==> src/rtl/vsynth_sched_pkg.sv <==
// Shared types and helpers for the voice-synth mux scheduler.
// Select encodings for the MSB-first mux pins and LSB-indexed grants.
package vsynth_sched_pkg;

  typedef enum logic {
    IDLE  = 1'b0,
    SERVE = 1'b1
  } state_t;

  localparam logic [1:0] PTR_RST = 2'd3;

  // The mux numbers its select pins from the MSB: source 0 drives sel[3].
  function automatic logic [3:0] onehot_msb(input logic [1:0] idx);
    return 4'b1000 >> idx;
  endfunction

  function automatic logic [3:0] onehot_lsb(input logic [1:0] idx);
    return 4'b0001 << idx;
  endfunction

endpackage

==> src/rtl/rr_pick_4.sv <==
// Combinational 4-way round-robin picker: first set request strictly after ptr,
// wrapping 3 -> 0, with ptr itself searched last.
module rr_pick_4 (
  input  logic [3:0] req,
  input  logic [1:0] ptr,
  output logic       any,
  output logic [1:0] win
);

  logic [1:0] idx;

  always_comb begin
    any = |req;
    win = ptr + 2'd1;
    idx = '0;
    // Walk from the farthest candidate to the nearest so the nearest set bit wins.
    for (int k = 4; k >= 1; k--) begin
      idx = ptr + 2'(k);
      if (req[idx]) win = idx;
    end
  end

endmodule

==> src/rtl/mux4_rr_sched.sv <==
// Round-robin scheduler driving a shared 4:1 one-hot mux: grants one source for
// a programmable slot, drives sel/ce and tracks what sits in the mux output register.
module mux4_rr_sched
  import vsynth_sched_pkg::*;
#(
  parameter int LW = 4
) (
  input  logic          clk,
  input  logic          rst,
  input  logic [3:0]    req,
  input  logic [LW-1:0] len,
  output logic [3:0]    sel,
  output logic          ce,
  output logic [3:0]    gnt,
  output logic          last,
  output logic          out_vld,
  output logic [1:0]    out_src
);

  state_t        state, state_n;
  logic [1:0]    ptr, ptr_n;
  logic [LW-1:0] cnt, cnt_n;
  logic [LW-1:0] len_eff;
  logic          any, grant, slot_end, serve_n;
  logic [1:0]    win;
  logic [3:0]    sel_n, gnt_n;
  logic          last_n;

  function automatic logic [1:0] sel_index(input logic [3:0] s);
    if (s[3])      return 2'd0;
    else if (s[2]) return 2'd1;
    else if (s[1]) return 2'd2;
    else           return 2'd3;
  endfunction

  rr_pick_4 u_pick (
    .req (req),
    .ptr (ptr),
    .any (any),
    .win (win)
  );

  assign len_eff  = (len == '0) ? LW'(1) : len;
  // ptr always holds the current owner while serving, so it doubles as w.
  assign slot_end = (state == SERVE) && ((cnt == LW'(1)) || !req[ptr]);

  always_ff @(posedge clk) begin
    if (rst) state <= IDLE;
    else     state <= state_n;
  end

  always_comb begin
    state_n = state;
    ptr_n   = ptr;
    cnt_n   = cnt;
    grant   = 1'b0;
    case (state)
      IDLE: grant = any;
      SERVE: begin
        if (slot_end) begin
          grant = any;
          if (!any) begin
            state_n = IDLE;
            cnt_n   = '0;
          end
        end else begin
          cnt_n = cnt - LW'(1);
        end
      end
      default: state_n = IDLE;
    endcase
    // Re-arbitration at slot end uses the same path as a grant from idle.
    if (grant) begin
      state_n = SERVE;
      ptr_n   = win;
      cnt_n   = len_eff;
    end
  end

  always_comb begin
    serve_n = (state_n == SERVE);
    sel_n   = serve_n ? onehot_msb(ptr_n) : 4'b0000;
    gnt_n   = serve_n ? onehot_lsb(ptr_n) : 4'b0000;
    last_n  = serve_n && (cnt_n == LW'(1));
  end

  always_ff @(posedge clk) begin
    if (rst) begin
      ptr     <= PTR_RST;
      cnt     <= '0;
      sel     <= '0;
      ce      <= 1'b0;
      gnt     <= '0;
      last    <= 1'b0;
      out_vld <= 1'b0;
      out_src <= '0;
    end else begin
      ptr     <= ptr_n;
      cnt     <= cnt_n;
      sel     <= sel_n;
      ce      <= serve_n;
      gnt     <= gnt_n;
      last    <= last_n;
      // Mirrors the mux output register, which loads one cycle after ce/sel.
      out_vld <= ce;
      if (ce) out_src <= sel_index(sel);
    end
  end

  sel_onehot_a: assert property (@(posedge clk) $onehot0(sel));
  sel_ce_a:     assert property (@(posedge clk) (sel != 4'b0000) == ce);

endmodule

==> config.mk <==
export PLATFORM = sky130hd
export DESIGN_NAME = mux4_rr_sched
export DESIGN_NICKNAME = d
export VERILOG_FILES = /design/src/rtl/vsynth_sched_pkg.sv /design/src/rtl/rr_pick_4.sv /design/src/rtl/mux4_rr_sched.sv
export SDC_FILE = /design/constraint.sdc
export NUM_CORES = 1
export LEC_CHECK = 0
export CORE_MARGIN = 2
export CORE_UTILIZATION = 45
export CTS_CLUSTER_DIAMETER = 150
export DETAILED_ROUTE_END_ITERATION = 10
export DONT_BUFFER_PORTS = 1
export GPL_TIMING_DRIVEN = 1
export PLACE_DENSITY = 0.62
export RECOVER_POWER = 100
export SLEW_MARGIN = 40
export SYNTH_ARGS = -nofsm -noshare
export SYNTH_HDL_FRONTEND = slang
export SYNTH_SLANG_ARGS = --single-unit
==> constraint.sdc <==
create_clock -name clk -period 2.1 [get_ports clk]
set_input_delay 0.315 -clock clk [delete_from_list [all_inputs] [get_ports clk]]
set_output_delay 0.315 -clock clk [all_outputs]
set_load 0.05 [all_outputs]
Word level (Yosys, flattened, before mapping). Index checks and enable logic that the tools add are counted.

Flip-flop bits (word level): 19. Bits of input ports: 10. Output and inout port bits: 13. Logic and storage cells: 56.

$add $sub $neg: 4. Magnitude comparators: 4. Equality and inequality tests: 2. Shift-type cells: 2. Multiplexer cells: 27. Bitwise gates (word level): 2. Reductions and logical operators: 7.

Operator list (count): $mux 4 (5); $mux 2 (7); $lt 2x3->1 const B (4); $mux 1 (10); $bmux 1 s2 (4); $eq 4x1->1 const B (2); $add 2x2->2 const B (2); $logic_not 4->1 (1); $reduce_or 4->1 (1); $shl 1x2->4 const A (1); $shr 4x2->4 const A (1); $sub 4x1->4 const B (1); $add 2x1->2 const B (1); $logic_and 1x1->1 (2); $not 1->1 (2); $pmux 1 s2 (1); $reduce_or 2->1 (1); $logic_not 1->1 (1); $logic_or 1x1->1 (1).

Longest topological paths before layout. Gate-level depths: netlist (run 1).

Depth after elaboration: 10. Gate-level depth with buffers: 7. Mapped depth without buffers: 7.

Hierarchy. A second synthesis (run 1) with hierarchy kept.

Cells, all modules: 103. Area, all modules: 892.1 um^2.

By module, submodules not included: mux4_rr_sched (times used 1, cells an instance 85, area an instance 777.0 um^2, sequential area each 300.3 um^2); rr_pick_4 (times used 1, cells an instance 18, area an instance 115.1 um^2, sequential area each 0.0 um^2).

Worst setup path before layout (run 1). OpenSTA, ideal clock, no wires.

Path type: reg2reg. From: register, netlist name ce. To: register last. Library setup time: 87 ps. Arrival time: 1967 ps. Data required time: 2013 ps. Path slack: 46 ps. Stages on the path, launching flop included: 6. Buffers on the path: 0. Period minus slack after synthesis: 2054 ps. Path through: dfxtp_1 > inv_1 > a311o_1 > o21a_4 > a221o_1 > nor4b_2.

RTL lines: to (signal assigned) (line mux4_rr_sched.sv:103) `last <= last_n;`; to (decl) (line mux4_rr_sched.sv:15) `output logic last,`.

Final worst setup path (run 1).
From: register cnt[1]. To: register last.

Longest elaborated chain between the ends: 8. Elaborated cells between the ends (all ways): 15. Classes of those cells: 1 x add/sub; 2 x eq/ne; 9 x mux; 3 x reduce/logical.

Ends and longest elaborated chain: from (decl) (line mux4_rr_sched.sv:22) `logic [LW-1:0] cnt, cnt_n;`; from (signal assigned) (line mux4_rr_sched.sv:99) `cnt <= cnt_n;`; branches (longest 7 deep; another with $sub 4x1->4); $logic_and 1x1->1 (*) (line mux4_rr_sched.sv:84) `last_n = serve_n && (cnt_n == LW'(1));`.

Mark *: on every way between the ends. A chain may end at the register's enable or synchronous reset.

==> results of run 1 <==
-- routing by layer --
| layer | share of wire | vias to the layer above |
|---|---|---|
| met5 | 0 | - |
| met4 | 0.017 | 0 |
| met3 | 0.055 | 4 |
| met2 | 0.48 | 18 |
| met1 | 0.44 | 306 |
| li1 | - | 344 |
-- final timing paths --
kind | startpoint | cells past startpoint | to | slack, ns
max | cnt[1] | 7 | last | 0.12
min | rst | 1 | out_vld | 0.09
max reg2reg | cnt[1] | 7 | last | 0.12
min reg2reg | cnt[1] | 2 | cnt[1] | 0.50
-- worst register-to-register path, stage by stage (launching register included) --
cell	delay (ns)
dfxtp_1	0.36
inv_1	0.07
ha_1	0.17
nor3b_1	0.13
a311o_1	0.35
o21a_4	0.25
a221o_1	0.37
nor4b_2	0.20
-- stage by stage --
stage               total power, mW  hold WS, ns  worst slack (ns)
floorplan                     0.949        0.465            0.0462
global placement               1.01        0.383             0.141
detailed placement             1.01        0.385            0.0832
CTS                            1.18       0.0775            0.0342
global route                   1.23       0.0727            0.0158
finish                         1.15       0.0874             0.117
-- flip-flops by register name (all words and copies together) (netlist names) --
name,cells
out_src,2
out_vld,1
cnt,4
last,1
sel,3
ptr,2
ce,1
gnt,1
-- where the power goes --
group | leakage, nW | internal [mW] | switching (mW)
clock network | 0.0150 | 0.0737 | 0.0876
logic | 0.197 | 0.175 | 0.367
registers | 0.124 | 0.349 | 0.0972
total | 0.336 | 0.598 | 0.552
-- cell families (layout without fill, tap and decap cells) --
group,after synthesis,after routing
AO/OA/AOI/OAI,24,24
XOR/XNOR,2,2
adder cells (fa/ha/maj),2,2
buffers and inverters,13,17
flip-flops,15,15
multiplexers,2,2
AND/OR/NAND/NOR,35,35
-- timing repair --
action / CTS / global route
gates resized for setup: 0 / 1
endpoints found under the setup margin: 0 / 1
hold endpoints to repair: 0 / 0
hold buffers: 0 / 0
-- cell type report --
type | instances | area [µm²]
Sequential cell | 15 | 300
Clock buffer | 4 | 26.3
Fill cell | 180 | 847
Multi-Input combinational cell | 65 | 465
Inverter | 6 | 22.5
Tap cell | 25 | 31.3
Timing Repair Buffer | 7 | 33.8
-- cells in the final DEF (no fill, tap or decap), drive strengths merged, types with 2 or more instances in the layout --
| cell | n |
|---|---|
| a211oi | 5 |
| a21oi | 2 |
| a221oi | 2 |
| and4 | 2 |
| buf | 2 |
| clkbuf | 9 |
| dfxtp | 15 |
| ha | 2 |
| inv | 6 |
| nand2 | 3 |
| nand2b | 3 |
| nand3 | 2 |
| nor2 | 9 |
| nor3 | 4 |
| nor3b | 2 |
| o21ai | 6 |
| or3 | 2 |
| or4 | 2 |
| xnor2 | 2 |
==> impl_results.md, run 1 <==
* Sum of negative setup slack at 0 ns
* CP max-delay cell: a221o_1
* Tmin final at slightly below 2 ns
* Top cells by count, synth: 15 x dfxtp_1, 9 x nor2_1, 6 x inv_1, 6 x o21ai_0
* Share of post-route cells with drive strength above 1 at 0.113
* Antenna-violating nets left at 0
* Vias in the first global route at about 600
* Die X at approximately 47 µm
* Crit path buffers/inverters at 1
* Placed cell area at 866 µm²
* Mapped Cells at 93
* # Post-CTS Setup Buffers at 0
* Worst-path cell chain: inv_1 -> ha_1 -> nor3b_1 -> a311o_1 -> o21a_4 -> a221o_1 -> nor4b_2
* Main synth FF type: dfxtp_1
* Power per Cell Area at roughly 1300 nW/µm²
* Initial antenna violation count at 0
* Cell Area, Synth at just over 800 µm²
* I/O pins at 23
* GR Util met1 at 0.204
* Peak supply drop at roughly 540 µV
* CTS Buffer Depth at 2
* DRT iter0 DRCs at 7
* Rows at 15
* Synth Area in Compound Gates at 0.220
* Largest net degree at the start of global routing at 11
* Yosys cell types at 39
* Htree depth at 1
* Max-cap violations at 0
* Fin crit share at 0.944
* CTS tree: yes
* Avg Cell Area, Syn at around 8.9 µm²
* Clock Sinks at 15
* Crit path launch type: flop
* Slew Viols, Final at 0
* DR vias/cell at ~5.5
* Main combinational cell family by area after synthesis: simple AND/OR/NAND/NOR gates
* Critical Path Fanout Max at 6
* Fmax at just over 500 MHz
* Slew @ Worst Pin at around 1.2 ns
* CP arrival at 2.18 ns
* Post-Layout Inst Area at 880 µm²
* Leakage at 0.336 nW
* Finish-stage setup viols at 0
* Placed insts at 118
* Nets at 110
* Met2 global-route usage at 0.260
* Gr usage total at 0.164
* Skew-Pair Late Insertion Delay at around 0.28 ns
* Synth area leader: dfxtp_1
* Final Hold Fails at 0
* Buffers on Ports at 0
* CTS clk-pin slew, worst paths at 0.08 ns
* Most numerous cell in the Yosys netlist: dfxtp_1
* Starting Density at 0.481
* # DRC at 0
* CTS Buf Count at 3
* EDFF count, synth at 0
* Rel. slew slack at 0.182
* Critical Path RT at 2.30 ns
* Detailed placement HPWL at ~1200 µm
* Met3 Use GR at 0.0692
* Vias at about 670
* Yosys warning count at 0
* Gr ovfl total at 0
* CP Class: reg -> reg
* Area contributors post-synth: dfxtp_1 36%, nor2_1 4.1%, o21ai_0 3.6%
* Synth Area in Simple Gates at 0.256
* Synth Area in XOR/XNOR at 0.0211
* Total nets after synthesis at 105
* Number of diodes at 0
* Routed WL at roughly 1600 µm
* Setup Skew at 0.00112 ns
* RSZ-0062 raised after global routing: false
* Hold Path Class: in -> reg
* Share of the synthesized area in the top cell type at 0.361
* CP peak stage delay at roughly 0.37 ns
* Clock root cell: clkbuf_4
* RePlAce Congestion at roughly 0.81
* GR peak layer: met2
* Die Height at about 47 µm
* Drt first pass iters at 2
* Post-synthesis mux area share at 0.0256
* Core ar. at ~1700 µm²
* Largest delay share family, worst path: compound AO/OA/AOI/OAI gates
* Avg WL per Cell at about 13 µm
* Async S/R FF share, synth at 0
* Crit end category: flop
* Register area share after synthesis at 0.361
* Layout Utilization at 0.509
* Area Overhead vs Synth at 5.87%
* Adder-Cell Fraction of Synth Area at 0.0301
* Status: completed
* Global-route wire length before repair at around 2600 µm
* #FFs+latches synth at 15
* DIE AREA at 2210 µm²
* Fin cells at between 100 and 150
No activity file was read; power rests on OpenSTA's default activity.
==> run 2: changes to the inputs <==
- CORE_MARGIN: 2 -> 5
- CTS_CLUSTER_DIAMETER: 150 -> not set
==> run 2 against run 1 <==
  * Worst setup slack improved by 0.048 ns
  * Clock power about the same
  * Combinational power grew 4.1%
  * Hold slack got worse by 0.0034 ns
  * Non-clock buffer count increased by 1
==> impl_results.md, run 2 (synthesized netlist as in run 1, its figures left out) <==
* Hold Path Class: in -> reg
* Crit end category: flop
* Power per Cell Area at between 1000 and 1500 nW/µm²
* Sum of negative setup slack at 0 ns
* Routed WL at 1770 µm
* Commonest non-fill, non-tap cells in the layout: 14 x dfxtp_1, 9 x nor2_1, 6 x inv_1, 6 x o21ai_0
* Setup crit end: last
* Setup Skew at between 0.003 and 0.004 ns
* Starting Density at 0.476
* Critical Path RT at ~2.3 ns
* # DRC at 0
* CP Class: reg -> reg
* Largest registers: cnt: 4 flops, sel: 3 flops
* Rows at 15
* Detailed placement HPWL at 1320 µm
* Largest Register: cnt
* Htree depth at 1
* Gr usage total at 0.141
* CP max-delay cell: a221o_1
* Die X at 53.0 µm
* Crit path launch type: flop
* Gr ovfl total at 0
* CTS Buffer Depth at 2
* Area Overhead vs Synth at 7.23%
* Crit. Startpoint: cnt[1]
* Clock Sinks at 15
* Skew-Pair Late Insertion Delay at about 0.28 ns
* Final Hold Fails at 0
* Share of post-route cells with drive strength above 1 at 0.163
* Largest delay share family, worst path: compound AO/OA/AOI/OAI gates
* Fin crit share at 0.921
* Worst R2R End: last
* PostCTS Resize Cnt at 0
* # Post-CTS Setup Buffers at 0
* Slew Viols, Final at 0
* Worst reg-to-reg setup slack at around 0.17 ns
* Antenna-violating nets left at 0
* Avg WL per Cell at about 14 µm
* Layout Utilization at 0.510
* Leakage at around 0.35 nW
* Nets at 111
* Worst-path cell chain: inv_1 -> ha_1 -> nor3b_1 -> a311o_1 -> o21a_4 -> a221o_1 -> nor4b_2
* Largest net degree at the start of global routing at 11
* DRT iter0 DRCs at 18
* Drt first pass iters at 7
* CP peak stage delay at a little under 0.4 ns
* Die Height at 53.0 µm
* WHS at 0.0841 ns
* Max-cap violations at 0
* DIE AREA at ~2800 µm²
* RSZ-0062 raised after global routing: false
* Status: completed
* DR vias/cell at between 5 and 6
* Crit. path cell count at 7
* Critical Path Fanout Max at 6
* Worst hold start: rst
* Initial antenna violation count at 0
* CTS Buf Count at 3
* CP arrival at about 2.1 ns
* CTS clk-pin slew, worst paths at 0.09 ns
* Global-route wire length before repair at a little under 3000 µm
* Finish-stage setup viols at 0
* Rel. slew slack at 0.171
* CTS tree: yes
* Vias in the first global route at ~670
* Peak supply drop at 676 µV
* Fmax at between 500 and 600 MHz
* Clock root cell: clkbuf_4
* CTS Hold Bufs at 0
* I/O pins at 23
* Register-to-Register Path Depth at 7
* Crit path buffers/inverters at 1
* Max reg flops at 4
* Vias at 710
* FF-to-FF Start: cnt[1]
* Buffers on Ports at 0
* Number of diodes at 0
* Tmin final at roughly 1.9 ns
* Slew @ Worst Pin at ~1.2 ns
* RePlAce Congestion at 0.853
* Core ar. at ~1700 µm²
* Commonest non-fill, non-tap cell in the layout: dfxtp_1
==> run 2: cell count changes in the layout (fill, tap and decap cells not counted) <==
cell      previous run  this run
buf_4                2         3
clkbuf_1             6         4
mux2_1               1         0
mux2_2               0         1
clkinv_2             0         1
dfxtp_2              0         1
clkbuf_2             0         1
dfxtp_1             15        14
==> run 2: worst min path at each step <==
stage,slack [ns],end,cells after the start
floorplan,0.47,cnt[1],2
global placement,0.38,out_vld,1
detailed placement,0.39,out_vld,1
CTS,0.08,out_vld,1
global route,0.07,out_vld,1
finish,0.08,cnt[1],1
==> run 2: layer usage <==
layer | vias up | part of all wire | global-route usage
li1 | 351 | - | -
met2 | 28 | 0.48 | 0.233
met3 | 8 | 0.086 | 0.0620
met5 | - | 0 | 0
met1 | 323 | 0.42 | 0.171
met4 | 0 | 0.012 | 0.0213
==> run 2: report_power, final <==
group          total [mW]  internal, mW  switching [mW]
registers           0.444         0.350          0.0938
clock network       0.164        0.0708          0.0930
logic               0.564         0.185           0.379
total                1.17         0.605           0.566
==> run 2: area by class of cell <==
type / count / area (µm²)
fillers: 165 / 855
multi-input cells: 65 / 465
flip-flops and latches: 15 / 302
repair buffers: 8 / 42.5
well taps: 25 / 31.3
clock buffers: 3 / 22.5
inverters: 6 / 22.5
clock inverters: 1 / 5.00
==> run 2: through the flow <==
| step | cells | instance area [µm²] | total power [mW] | setup WS [ns] |
|---|---|---|---|---|
| floorplan | 93 | 831 | 0.949 | 0.0462 |
| global placement | 119 | 873 | 1.02 | 0.173 |
| detailed placement | 119 | 873 | 1.02 | 0.0984 |
| CTS | 123 | 901 | 1.19 | 0.0769 |
| global route | 123 | 891 | 1.25 | 0.0419 |
| finish | 123 | 891 | 1.17 | 0.165 |
